===== config.mk =====
export PLATFORM = sky130hd
export DESIGN_NAME = des_ingress
export DESIGN_NICKNAME = d
export VERILOG_FILES = /design/src/rtl/des_pkg.sv /design/src/rtl/des_ingress_fifo.sv /design/src/rtl/des_ingress.sv
export SDC_FILE = /design/constraint.sdc
export NUM_CORES = 1
export LEC_CHECK = 0
export BUFFER_PORTS_ARGS = -buffer_cell sky130_fd_sc_hd__buf_2
export CORE_AREA = 5 5 101 103
export CTS_BUF_LIST = sky130_fd_sc_hd__clkbuf_16
export DETAILED_ROUTE_END_ITERATION = 12
export DIE_AREA = 0 0 106 108
export SETUP_SLACK_MARGIN = 0.5
export SYNTH_ARGS = -nofsm -noshare
export SYNTH_HDL_FRONTEND = slang
export SYNTH_SLANG_ARGS = --single-unit

===== constraint.sdc =====
create_clock -name clk -period 1.5 [get_ports clk]
set_input_delay 0.3 -clock clk [delete_from_list [all_inputs] [get_ports clk]]
set_output_delay 0.3 -clock clk [all_outputs]
set_load 0.03 [all_outputs]

===== src/rtl/des_pkg.sv =====
// Shared DES ingress types and key-preparation helpers: the PC-1 permutation
// and the odd byte parity check.
package des_pkg;

  localparam int unsigned KEY_RAW_W = 64;
  localparam int unsigned KEY_W     = 56;
  localparam int unsigned BLK_W     = 64;

  // Queued block payload; the sequence tag travels beside it at the top's TAG_W
  typedef struct packed {
    logic [BLK_W-1:0] blk;
    logic [KEY_W-1:0] key;
    logic             decrypt;
  } entry_t;

  // PC-1 source positions, DES numbering (1 = MSB of the raw key)
  localparam int PC1_TAB [56] = '{
    57, 49, 41, 33, 25, 17,  9,
     1, 58, 50, 42, 34, 26, 18,
    10,  2, 59, 51, 43, 35, 27,
    19, 11,  3, 60, 52, 44, 36,
    63, 55, 47, 39, 31, 23, 15,
     7, 62, 54, 46, 38, 30, 22,
    14,  6, 61, 53, 45, 37, 29,
    21, 13,  5, 28, 20, 12,  4
  };

  function automatic logic [KEY_W-1:0] pc1(input logic [KEY_RAW_W-1:0] k);
    logic [KEY_W-1:0] r;
    r = '0;
    for (int i = 0; i < 56; i++) begin
      r[6'(55 - i)] = k[6'(64 - PC1_TAB[i])];
    end
    return r;
  endfunction

  function automatic logic odd_parity_ok(input logic [KEY_RAW_W-1:0] k);
    logic ok;
    ok = 1'b1;
    for (int b = 0; b < 8; b++) begin
      ok = ok & (^k[6'(8 * b) +: 8]);
    end
    return ok;
  endfunction

endpackage


===== src/rtl/des_ingress_fifo.sv =====
// Generic registered FIFO with valid/ready on both sides and an occupancy count.
// Pointers reset, storage does not; the head output reads zero while empty.
module des_ingress_fifo #(
  parameter int unsigned W     = 8,
  parameter int unsigned DEPTH = 4
) (
  input  logic                     clk,
  input  logic                     rst,
  input  logic                     in_valid,
  output logic                     in_ready,
  input  logic [W-1:0]             in_data,
  output logic                     out_valid,
  input  logic                     out_ready,
  output logic [W-1:0]             out_data,
  output logic [$clog2(DEPTH):0]   level
);

  localparam int unsigned AW    = $clog2(DEPTH);
  localparam int unsigned LVL_W = AW + 1;

  logic [W-1:0]     mem_q [DEPTH];
  logic [AW-1:0]    wr_ptr_q, wr_ptr_d;
  logic [AW-1:0]    rd_ptr_q, rd_ptr_d;
  logic [LVL_W-1:0] level_q, level_d;
  logic             push_c, pop_c;

  assign in_ready  = (level_q != LVL_W'(DEPTH));
  assign out_valid = (level_q != '0);
  assign out_data  = out_valid ? mem_q[rd_ptr_q] : '0;
  assign level     = level_q;

  assign push_c = in_valid & in_ready;
  assign pop_c  = out_valid & out_ready;

  // Power-of-two depth lets the pointers wrap by plain overflow
  always_comb begin
    wr_ptr_d = wr_ptr_q;
    rd_ptr_d = rd_ptr_q;
    level_d  = level_q + LVL_W'(push_c) - LVL_W'(pop_c);
    if (push_c) wr_ptr_d = wr_ptr_q + AW'(1);
    if (pop_c)  rd_ptr_d = rd_ptr_q + AW'(1);
  end

  always_ff @(posedge clk) begin
    if (rst) begin
      wr_ptr_q <= '0;
      rd_ptr_q <= '0;
      level_q  <= '0;
    end else begin
      wr_ptr_q <= wr_ptr_d;
      rd_ptr_q <= rd_ptr_d;
      level_q  <= level_d;
    end
  end

  always_ff @(posedge clk) begin
    if (!rst && push_c) mem_q[wr_ptr_q] <= in_data;
  end

endmodule


===== src/rtl/des_ingress.sv =====
// DES ingress stage: installs parity-checked PC-1 keys and queues blocks, each
// carrying a snapshot of the key, mode and sequence tag at acceptance time.
module des_ingress
  import des_pkg::*;
#(
  parameter int unsigned DEPTH        = 4,
  parameter bit          CHECK_PARITY = 1'b1,
  parameter int unsigned TAG_W        = 4
) (
  input  logic                   clk,
  input  logic                   rst,
  input  logic                   key_load,
  input  logic [63:0]            key,
  output logic                   key_ok,
  output logic                   key_err,
  input  logic                   in_valid,
  output logic                   in_ready,
  input  logic [63:0]            in_data,
  input  logic                   in_decrypt,
  output logic                   out_valid,
  input  logic                   out_ready,
  output logic [63:0]            out_data,
  output logic [55:0]            out_key,
  output logic                   out_decrypt,
  output logic [TAG_W-1:0]       out_tag,
  output logic [$clog2(DEPTH):0] level
);

  localparam int unsigned ENT_W = $bits(entry_t) + TAG_W;

  logic [KEY_W-1:0] key_q, key_d;
  logic             key_ok_q, key_ok_d;
  logic             key_err_q, key_err_d;
  logic [TAG_W-1:0] tag_q, tag_d;
  logic             key_good_c;
  logic             fifo_in_valid, fifo_in_ready, push_c;
  entry_t           push_ent, head_ent;
  logic [ENT_W-1:0] push_word, head_word;

  assign key_good_c    = (CHECK_PARITY == 1'b0) || odd_parity_ok(key);
  assign in_ready      = key_ok_q & fifo_in_ready;
  assign fifo_in_valid = in_valid & key_ok_q;
  assign push_c        = in_valid & in_ready;
  assign key_ok        = key_ok_q;
  assign key_err       = key_err_q;

  // Snapshot uses the pre-update key so a same-cycle load affects later blocks only
  always_comb begin
    push_ent         = '0;
    push_ent.blk     = in_data;
    push_ent.key     = key_q;
    push_ent.decrypt = in_decrypt;
  end
  assign push_word = {push_ent, tag_q};

  assign {head_ent, out_tag} = head_word;
  assign out_data    = head_ent.blk;
  assign out_key     = head_ent.key;
  assign out_decrypt = head_ent.decrypt;

  always_comb begin
    key_d     = key_q;
    key_ok_d  = key_ok_q;
    key_err_d = key_err_q;
    tag_d     = tag_q;
    if (key_load) begin
      if (key_good_c) begin
        key_d     = pc1(key);
        key_ok_d  = 1'b1;
        key_err_d = 1'b0;
      end else begin
        key_err_d = 1'b1;
      end
    end
    if (push_c) tag_d = tag_q + TAG_W'(1);
  end

  always_ff @(posedge clk) begin
    if (rst) begin
      key_q     <= '0;
      key_ok_q  <= 1'b0;
      key_err_q <= 1'b0;
      tag_q     <= '0;
    end else begin
      key_q     <= key_d;
      key_ok_q  <= key_ok_d;
      key_err_q <= key_err_d;
      tag_q     <= tag_d;
    end
  end

  des_ingress_fifo #(
    .W     (ENT_W),
    .DEPTH (DEPTH)
  ) u_fifo (
    .clk       (clk),
    .rst       (rst),
    .in_valid  (fifo_in_valid),
    .in_ready  (fifo_in_ready),
    .in_data   (push_word),
    .out_valid (out_valid),
    .out_ready (out_ready),
    .out_data  (head_word),
    .level     (level)
  );

endmodule


==> impl_metrics.csv <==
group,metric,value,unit
outcome,status,"finished clean",
synth,synth_cells,144,
detailed_routing,viasPerCell,1.930,
sta,max_freq,700.8,MHz
pwr,ir_worst_vdd,0.4292,mV
pwr,pwr-share-clk,24.7,%
final_layout,post-route-util,11.14,%
critical_path,cpMostUsedCell,"ha_4",
floorplanning,fp.dieH,108,um
cts,clk_latency,230,ps
sta,setup_ws,73.01,ps
critical_path,r2r_setup_slack,70,ps
critical_path,worstPathRequired,1620,ps
cts,clk_pin_slew,30,ps
worst_hold_path,hold_class,"in -> reg",
detailed_routing,firstDrtPassIters,2,
detailed_routing,dr_wl_met3,454,um
synth,avgSynthCellArea,7.759,um2
synth,netlist_area,1117,um2
critical_path,critPathTopFamily,"simple AND/OR/NAND/NOR gates",
synth,yosys-top-cells-area,"buf_4, dfxtp_1, ha_1",
detailed_routing,routed_wl,1.393,mm
final_layout,antennaDiodeCount,0,
critical_path,worstSetupPathType,"reg -> reg",
detailed_routing,wire_per_inst,5.121,um
detailed_routing,wl_met2,524,um
pwr,seqPwrFrac,11.1,%
cts,cts_sinks,4,
pwr,switchingPower,0.8403,mW
place,routabilityCongestion,0.5435,
sta,grt_setup_unrepaired,"true",
sta,post-route-min-period,1427,ps
synth,synth_seq_area_share,7.167,%
sta,setup_violations,0,
pwr,powerDensity,1691,nW/um2
pwr,p_leak,0.6026,nW
critical_path,cpMaxStageDelayCell,"or3_4",
place,pre_cts_ws,20.90,ps
floorplanning,initial_utilization,12.27,%
sta,fin_crit_sh,95.13,%
sta,fin_skew,4.203,ps
critical_path,crit_arrival,1540,ps
worst_hold_path,min_path_cells,2,
cts,cts_tree,"done",
sta,slew_violations,0,
critical_path,crit_buf_inv,0,
sta,hold_viol_final,0,
synth,ys.warnings.count,0,
place,postPlaceCellArea,847.1,um2
worst_hold_path,hold_path.startpoint,"rst",
floorplanning,io_pins,266,
synth,synth.distinct_cells,9,
detailed_routing,maxUsedRoutingLayer,"met4",
cts,hold_buffers,0,
worst_hold_path,hold_end,"u_fifo.level[2]",
critical_path,cp_cell_sequence,"or3_4 -> and2_4 -> ha_4 -> ha_4 -> xnor2_2 -> nor2_1",
detailed_routing,drtAntennaViolNets,0,
critical_path,crit_path_end_kind,"flip-flop",
pwr,internal-power,0.8756,mW
critical_path,r2r_start,"u_fifo.level[0]",
sta,fin_worst_hold_slack,267.1,ps
pwr,totalPowerFinal,1.716,mW
global_route,grt_max_degree,5,
floorplanning,num_rows,35,
detailed_routing,drc_errors,0,
job,drv_cap,0,
global_route,antenna_found_initial,0,
critical_path,cp-start-kind,"flip-flop",
floorplanning,core_region_area,9109,um2
critical_path,critical-path-max-stage-delay,360,ps
critical_path,rr_worst_depth,6,
global_route,track_usage,1.455,%
cts,clockBufferDepth,2,
global_route,grt_pass1_vias,346,
final_layout,finalNetCount,298,
cts,cts_max_level,1,
sta,setup_tns,0,ps
final_layout,drive_above_1_share,16.15,%
cts,clockRootBuffer,"clkbuf_16",
place,place_hpwl,1.289,mm
synth,yosysTopAreaCellShare,85.33,%
final_layout,final_cells,272,
floorplanning,chipWidth,106,um
cts,cts_buffers,3,
floorplanning,fp.dieArea,11450,um2
final_layout,stdcell_area,1015,um2
pwr,swShare,48.97,%
critical_path,r2r_end,"u_fifo.level[2]",
synth,ys_ff_latch,4,
detailed_routing,route.vias.total,525,
detailed_routing,drt-met1-wl,385,um
global_route,grt_pass1_wl,1.276,mm
detailed_routing,drt_iter0_drc,8,
final_layout,syn_to_final_growth,-9.183,%
global_route,gr-total-overflow,0,
critical_path,crit_fanout,3,
place,dp_cells,262,
synth,synth_top_cell_by_area,"buf_4",
pwr,comb_power_share,64.2,%
place,io_buffers,8,
synthesized netlist by cell type:
library cell and n:
ha_1 2, nor2_1 5, conb_1 1, dfxtp_1 4, inv_1 2, xnor2_1 1, and2_4 1, or3_4 1
buf_4 127
sequential cells by signal (all words and copies together), names as in the netlist:
name and cells:
u_fifo.level 3, key_err 1
what timing repair did:
| action | CTS | global route |
|---|---|---|
| endpoints found under the setup margin | 8 | 8 |
| gates resized for setup | 8 | 6 |
| pin swaps | 6 | 3 |
| buffers inserted | 4 | 2 |
| gates cloned | 0 | 0 |
power groups by stage:
stage	Sequential (mW)	Combinational, mW	Clock (mW)
2_1_floorplan	0.270	0.950	0
6_report	0.191	1.10	0.423
3_5_place_dp	0.197	0.874	0
4_1_cts	0.192	1.04	0.430
3_3_place_gp	0.193	0.877	0
5_1_grt	0.198	1.17	0.439
cells in the final DEF, fill, tap and decap left out:
master and count:
buf_6 6, conb_1 127, ha_4 2, buf_2 4
dfxtp_2 2, or3_4 1, inv_1 3, dfxtp_4 2
clkbuf_16 3, buf_4 4, nor2_1 5, and2_4 1
xnor2_2 1
worst max path at each step:
stage	start	end	cells after the start
2_1_floorplan	u_fifo.level[0]	u_fifo.level[2]	6
3_3_place_gp	u_fifo.level[0]	u_fifo.level[2]	6
3_5_place_dp	u_fifo.level[0]	u_fifo.level[2]	6
4_1_cts	u_fifo.level[2]	u_fifo.level[2]	6
5_1_grt	u_fifo.level[0]	u_fifo.level[2]	6
6_report	u_fifo.level[0]	u_fifo.level[2]	6
routing by layer:
metal / vias to the layer above / GRT usage (%)
met1: 201 / 1.609
met2: 106 / 2.004
li1: 214 / -
met5: - / 0
met4: 0 / 1.665
met3: 4 / 0.5373
area by class of cell:
class                   instances  area [um2]
inverters                       2       7.507
flip-flops and latches          4       90.09
clock inverters                 1       3.754
clock buffers                   3       75.07
well taps                     111       138.9
multi-input cells             137       581.8
fillers                      1032        8094
repair buffers                 14       117.6
logic make-up after synthesis:
group / after synthesis / synth area share, %
XOR/XNOR: 1 / 0.7840
adder cells (fa/ha/maj): 2 / 2.239
buffers and inverters: 129 / 86.00
flip-flops: 4 / 7.167
other: 1 / 0.3356
AND/OR/NAND/NOR: 7 / 3.472
Note: power is estimated with default switching activity, not from simulation.
